`src/rtl/vrf_op_sequencer.sv`:
```
// Expands one operand request into per-queue VRF word reads, round-robin on one read port.
// Optional stall counter enabled by defining OP_SEQ_PERF_EN.
module vrf_op_sequencer #(
  parameter int unsigned NrOpQueue = 2,
  parameter int unsigned VLENB     = 16,
  parameter int unsigned DataWB    = 8,
  parameter int unsigned VRFAddrW  = 6,
  parameter int unsigned VlBW      = $clog2(VLENB) + 1
) (
  input  logic                      clk_i,
  input  logic                      rst_ni,
  input  logic                      op_req_valid_i,
  output logic                      op_req_ready_o,
  input  logic [10+NrOpQueue+VlBW-1:0] op_req_i,
  output logic                      vrf_rd_req_o,
  output logic [VRFAddrW-1:0]       vrf_rd_addr_o,
  input  logic                      vrf_rd_gnt_i,
  input  logic [8*DataWB-1:0]       vrf_rd_data_i,
  input  logic [NrOpQueue-1:0]      opq_ready_i,
  output logic [NrOpQueue-1:0]      opq_push_o,
  output logic [8*DataWB-1:0]       opq_data_o,
  output logic [NrOpQueue-1:0]      op_access_done_o,
  output logic [NrOpQueue*5-1:0]    op_access_vs_o,
  output logic [31:0]               perf_stall_cnt_o
);

  localparam int unsigned Words = VLENB / DataWB;
  localparam int unsigned IdxW  = (Words > 1) ? $clog2(Words) : 1;
  localparam int unsigned QW    = (NrOpQueue > 1) ? $clog2(NrOpQueue) : 1;
  localparam int unsigned CntW  = VlBW + 1;

  localparam logic [1:0] IDLE = 2'd0;
  localparam logic [1:0] ZERO = 2'd1;
  localparam logic [1:0] READ = 2'd2;

  typedef struct packed {
    logic [4:0]           vs1;
    logic [4:0]           vs2;
    logic [NrOpQueue-1:0] queue_req;
    logic [VlBW-1:0]      vlB;
  } op_req_t;

  op_req_t req;
  assign req = op_req_t'(op_req_i);

  logic [1:0]                           state_q, state_d;
  logic                                 rdy_en_q;
  logic [NrOpQueue-1:0]                 act_q, act_d;
  logic [NrOpQueue-1:0][CntW-1:0]       rem_q, rem_d;
  logic [NrOpQueue-1:0][IdxW-1:0]       idx_q, idx_d;
  logic [NrOpQueue-1:0][4:0]            vs_q, vs_d;
  logic [QW-1:0]                        rr_q, rr_d;
  logic                                 push_q, push_d;
  logic [QW-1:0]                        push_id_q, push_id_d;
  logic                                 last_q, last_d;

  logic [NrOpQueue-1:0] elig;
  logic [QW-1:0]        sel, cand;
  logic                 sel_vld;
  logic [CntW-1:0]      nwords;

  // Scan from the highest offset down so the first eligible queue after rr wins.
  always_comb begin
    elig    = '0;
    sel     = rr_q;
    sel_vld = 1'b0;
    cand    = '0;
    for (int q = 0; q < NrOpQueue; q++) begin
      elig[q] = act_q[q] && (rem_q[q] != '0) && opq_ready_i[q];
    end
    for (int i = NrOpQueue - 1; i >= 0; i--) begin
      cand = QW'((32'(rr_q) + 32'(i)) % NrOpQueue);
      if (elig[cand]) begin
        sel     = cand;
        sel_vld = 1'b1;
      end
    end
  end

  assign vrf_rd_req_o   = (state_q == READ) && sel_vld;
  assign vrf_rd_addr_o  = vrf_rd_req_o
                        ? VRFAddrW'(vs_q[sel]) * VRFAddrW'(Words)
                          + VRFAddrW'(idx_q[sel])
                        : '0;
  assign op_req_ready_o = rdy_en_q && (state_q == IDLE);
  assign op_access_vs_o = vs_q;
  assign opq_data_o     = push_q ? vrf_rd_data_i : '0;
  assign nwords         = ({1'b0, req.vlB} + CntW'(DataWB - 1))
                        / CntW'(DataWB);

  always_comb begin
    opq_push_o       = '0;
    op_access_done_o = '0;
    if (push_q) opq_push_o[push_id_q] = 1'b1;
    if (push_q && last_q) op_access_done_o[push_id_q] = 1'b1;
    if (state_q == ZERO) op_access_done_o = act_q;
  end

  always_comb begin
    state_d   = state_q;
    act_d     = act_q;
    rem_d     = rem_q;
    idx_d     = idx_q;
    vs_d      = vs_q;
    rr_d      = rr_q;
    push_d    = 1'b0;
    push_id_d = push_id_q;
    last_d    = last_q;
    unique case (state_q)
      IDLE: begin
        if (op_req_valid_i && op_req_ready_o) begin
          act_d = req.queue_req;
          for (int q = 0; q < NrOpQueue; q++) begin
            vs_d[q]  = (q == 0) ? req.vs1 : req.vs2;
            rem_d[q] = req.queue_req[q] ? nwords : '0;
            idx_d[q] = '0;
          end
          if (req.queue_req != '0) begin
            state_d = (req.vlB == '0) ? ZERO : READ;
          end
        end
      end
      ZERO: state_d = IDLE;
      READ: begin
        // Counts hit zero at grant, so the final push sees all of them clear.
        if (push_q && (rem_q == '0)) state_d = IDLE;
        if (vrf_rd_req_o && vrf_rd_gnt_i) begin
          rem_d[sel] = rem_q[sel] - 1'b1;
          idx_d[sel] = idx_q[sel] + 1'b1;
          rr_d       = (32'(sel) == NrOpQueue - 1) ? '0 : sel + 1'b1;
          push_d     = 1'b1;
          push_id_d  = sel;
          last_d     = (rem_q[sel] == CntW'(1));
        end
      end
      default: state_d = IDLE;
    endcase
  end

  always_ff @(posedge clk_i or negedge rst_ni) begin
    if (!rst_ni) begin
      state_q   <= IDLE;
      rdy_en_q  <= 1'b0;
      act_q     <= '0;
      rem_q     <= '0;
      idx_q     <= '0;
      vs_q      <= '0;
      rr_q      <= '0;
      push_q    <= 1'b0;
      push_id_q <= '0;
      last_q    <= 1'b0;
    end else begin
      state_q   <= state_d;
      rdy_en_q  <= 1'b1;
      act_q     <= act_d;
      rem_q     <= rem_d;
      idx_q     <= idx_d;
      vs_q      <= vs_d;
      rr_q      <= rr_d;
      push_q    <= push_d;
      push_id_q <= push_id_d;
      last_q    <= last_d;
    end
  end

`ifdef OP_SEQ_PERF_EN
  logic [31:0] perf_q, perf_d;
  logic        stall;

  always_comb begin
    stall = vrf_rd_req_o && !vrf_rd_gnt_i;
    for (int q = 0; q < NrOpQueue; q++) begin
      if (act_q[q] && (rem_q[q] != '0) && !opq_ready_i[q]) stall = 1'b1;
    end
    perf_d = perf_q;
    if ((state_q == READ) && stall && (perf_q != '1)) begin
      perf_d = perf_q + 32'd1;
    end
  end

  always_ff @(posedge clk_i or negedge rst_ni) begin
    if (!rst_ni) perf_q <= '0;
    else         perf_q <= perf_d;
  end

  assign perf_stall_cnt_o = perf_q;
`else
  assign perf_stall_cnt_o = '0;
`endif

endmodule

```
`config.mk`:
```
export PLATFORM = sky130hd
export DESIGN_NAME = vrf_op_sequencer
export DESIGN_NICKNAME = d
export VERILOG_FILES = /design/src/rtl/vrf_op_sequencer.sv
export SDC_FILE = /design/constraint.sdc
export NUM_CORES = 1
export LEC_CHECK = 0
export ABC_AREA = 1
export CAP_MARGIN = 25
export CORE_MARGIN = 2
export CORE_UTILIZATION = 30
export CTS_BUF_LIST = sky130_fd_sc_hd__clkbuf_8
export CTS_CLUSTER_DIAMETER = 30
export DETAILED_ROUTE_END_ITERATION = 12
export MAX_ROUTING_LAYER = met4
export PLACE_DENSITY = 0.85
export SYNTH_ARGS = -nofsm -noshare
export SYNTH_HDL_FRONTEND = slang
export SYNTH_SLANG_ARGS = --single-unit
```
`constraint.sdc`:
```
create_clock -name clk_i -period 4.5 [get_ports clk_i]
set_input_delay 0.675 -clock clk_i [delete_from_list [all_inputs] [get_ports clk_i]]
set_output_delay 0.675 -clock clk_i [all_outputs]
set_load 0.005 [all_outputs]
```
==> results_dict.tcl <==
set metrics [dict create \
    yosysWarnings 0 \
    yosys.area_share.adder 0 \
    cp_max_fo 8 \
    drv_cap 0 \
    cts.path.max_buffers 2 \
    final_nets 686 \
    start_util 0.309 \
    placed_cell_area_um2 4400 \
    place_inst 700 \
    cpMostUsedCell "clkdlybuf4s50_1" \
    critical_path_required_ns 3.83 \
    cp-startpoint "opq_ready_i[0]" \
    finalSetupTns_ns 0 \
    drtAntennaViolNets 0 \
    endpoint_kind "output pin" \
    syn_to_final_growth_pct 66.3 \
    first_pass_iters 4 \
    cts_made_buffers 5 \
    clock_power_share 0.110 \
    slew_violations 0 \
    grt_pass1_vias 3005 \
    p_sw_w 0.000996 \
    path_cells "clkdlybuf4s50_1, nand2_1, inv_1, nand2_4, a21oi_4, o21ai_0, a21oi_1, clkdlybuf4s50_1" \
    grt_usage 0.190 \
    cp.arrival_ns 2.51 \
    switching_share 0.446 \
    wl_per_cell_um 12.8 \
    finalSetupViolCount 0 \
    total_power_w 0.00223 \
    layout_min_cycle_time_ns 3.18 \
    path_class "input port to output pin" \
    postCtsSetupBuffers 0 \
    max_freq_mhz 314 \
    dieWidth_um 99.1 \
    status "complete, no violations" \
    p_leak_nw 2.52 \
    instances_no_fill 709 \
    drive_gt1_frac 0.0817 \
    seqPwrFrac 0.239 \
    hpwl_um 7620 \
    io_pins 205 \
    grt_pass1_wl_um 14700 \
    fin_util 0.514 \
    synth-simple-area-share 0.380 \
    hold_path_class "register to register" \
    hold_violations 0 \
    crit_slowest_cell "clkdlybuf4s50_1" \
    synth-seq-area-share 0.305 \
    cts_root_buf "clkbuf_8" \
    vias_per_cell 4.35 \
    cts_resized 0 \
    skew_ns 0.00672 \
    core_region_area_um2 8760 \
    synth_top_family_by_area "simple AND/OR/NAND/NOR gates" \
    crit_path_start_kind "input port" \
    synth.area.mux_share 0 \
    postCtsHoldBufs 0 \
    synth_seq_cells 33 \
    portBuffers 172 \
    rsz0062_at_grt "false" \
    cts.htree.levels 2 \
    grt_max_degree 66 \
    worst_pin_slew_ns 0.580 \
    std_cell_rows 34 \
    crit_buf_inv 3 \
    hold_start "idx_q[1]$_DFFE_PN0P_" \
    peakVddDrop_v 0.000322 \
    fin_crit_sh 0.707 \
    design_area_um2 4510 \
    slew-limit-headroom 0.614 \
    cts_tree "built" \
    pwr_density_cell_nw_per_um2 495 \
    ys_types 28 \
    power_frac_comb 0.651 \
    clk-insertion-delay-late_ns 0.29 \
    die_h_um 99.1 \
    num_vias 3086 \
    route.detailed.drc 0 \
    die-area_um2 9810 \
    place.gp.congestion 0.946 \
    cts.sinks 33 \
    drt_wl_total_um 9100 \
    synthXorXnorAreaFrac 0 \
    cp_slowest_stage_delay_ns 0.52 \
    netlist_instances 430 \
    synth.cell_area_um2 2710 \
    drt_iter0_markers 163 \
    clk_pin_slew_ns 0.07 \
    synth_area_per_cell_um2 6.31 \
    synth_compound_area_frac 0.0729 \
    timing.rr.start "state_q[0]$_DFFE_PN0P_" \
    internal-power_w 0.00123 \
    path_delay_family "buffers and inverters" \
    antenna_found_initial 1 \
    overflow 0 \
]
-- cells in the final DEF (no fill, tap or decap) --
cell type,instances
inv_1,91
conb_1,33
or2_2,1
o21bai_2,2
nor3_1,4
nor2_2,4
nand3b_1,1
nand3_1,17
a21oi_1,6
nor2_1,29
clkinv_2,1
a21oi_4,1
nand2_2,11
nand2_4,7
inv_2,3
clkbuf_8,7
dfrtp_1,32
dfrtp_2,1
o22ai_1,4
buf_4,2
clkdlybuf4s50_1,172
o21ai_0,14
o21ai_1,2
a22oi_1,2
nand3_2,8
nor2_4,1
diode_2,1
nand2_1,142
o32ai_1,1
nand4_1,1
-- power groups by stage --
stage | combinational [W] | clock (W) | sequential, W
after floorplan | 0.000866 | 0 | 0.000506
after global placement | 0.00142 | 0 | 0.000530
after detailed placement | 0.00145 | 0 | 0.000532
after CTS | 0.00146 | 0.000251 | 0.000533
after global routing | 0.00162 | 0.000266 | 0.000546
final | 0.00145 | 0.000246 | 0.000534
-- area by class of cell --
| class | count | area (um2) |
|---|---|---|
| fill | 830 | 4260 |
| timing repair buffer | 174 | 1740 |
| multi-input combinational | 291 | 1350 |
| sequential | 33 | 827 |
| inverter | 94 | 353 |
| tap | 108 | 135 |
| clock buffer | 7 | 96.3 |
| clock inverter | 1 | 5.00 |
| antenna | 1 | 2.50 |
-- state kept, by name, summed over array words and instances (netlist names) --
name            count
op_access_vs_o     10
rdy_en_q            1
act_q               2
idx_q               2
push_id_q           1
state_q             2
last_q              1
rr_q                1
rem_q              12
push_q              1
-- stage by stage --
| stage | worst slack (ns) | hold WS, ns |
|---|---|---|
| floorplan | 2.37 | 0.379 |
| global placement | 1.41 | 0.468 |
| detailed placement | 1.34 | 0.473 |
| CTS | 1.33 | 0.489 |
| global route | 1.21 | 0.501 |
| finish | 1.32 | 0.485 |
-- worst register-to-register path, stage by stage (launching register included) --
cell and delay [ns]:
dfrtp_1 0.40, nor3_1 0.26, nand2_1 0.37, inv_1 0.50, o21ai_0 0.21, o22ai_1 0.20
-- layer usage --
layer	vias to the layer above	track usage	part of all wire	wire, um
met5	-	-	0	0
met4	0	0.0411	0.015	135
met3	9	0.0326	0.071	645
met2	148	0.337	0.50	4520
met1	1393	0.225	0.42	3800
li1	1536	-	-	-
-- logic make-up after synthesis --
family	Yosys count
simple gates	226
buf+inv	137
flops	33
compound gates	32
other cells	2
-- synthesized netlist by cell type --
| library cell | count | area (um2) |
|---|---|---|
| a21oi_1 | 6 | 30.0 |
| a21oi_4 | 1 | 16.3 |
| a22oi_1 | 2 | 15.0 |
| buf_1 | 3 | 11.3 |
| buf_4 | 32 | 240 |
| buf_6 | 2 | 22.5 |
| clkbuf_1 | 6 | 22.5 |
| conb_1 | 2 | 7.51 |
| dfrtp_1 | 33 | 826 |
| inv_1 | 91 | 342 |
| inv_2 | 3 | 11.3 |
| nand2_1 | 142 | 533 |
| nand2_2 | 11 | 68.8 |
| nand2_4 | 7 | 78.8 |
| nand3_1 | 17 | 85.1 |
| nand3_2 | 8 | 80.1 |
| nand3b_1 | 1 | 7.51 |
| nand4_1 | 1 | 6.26 |
| nor2_1 | 29 | 109 |
| nor2_2 | 4 | 25.0 |
| nor2_4 | 1 | 11.3 |
| nor3_1 | 4 | 20.0 |
| o21ai_0 | 14 | 70.1 |
| o21ai_1 | 2 | 10.0 |
| o21bai_2 | 2 | 22.5 |
| o22ai_1 | 4 | 25.0 |
| o32ai_1 | 1 | 8.76 |
| or2_2 | 1 | 6.26 |
-- worst paths after layout --
check	cells after the start	end	slack, ns
min in group asynchronous	2	rem_q[9]$_DFFE_PN0P_	0.79
hold reg to reg	1	idx_q[1]$_DFFE_PN0P_	0.49
setup / recovery	8	vrf_rd_addr_o[0]	1.32
setup reg to reg	5	state_q[1]$_DFFE_PN0P_	2.48
hold / removal	1	idx_q[1]$_DFFE_PN0P_	0.49
max in group asynchronous	2	push_q$_DFF_PN0_	3.39
Note: power is estimated with default switching activity, not from simulation.
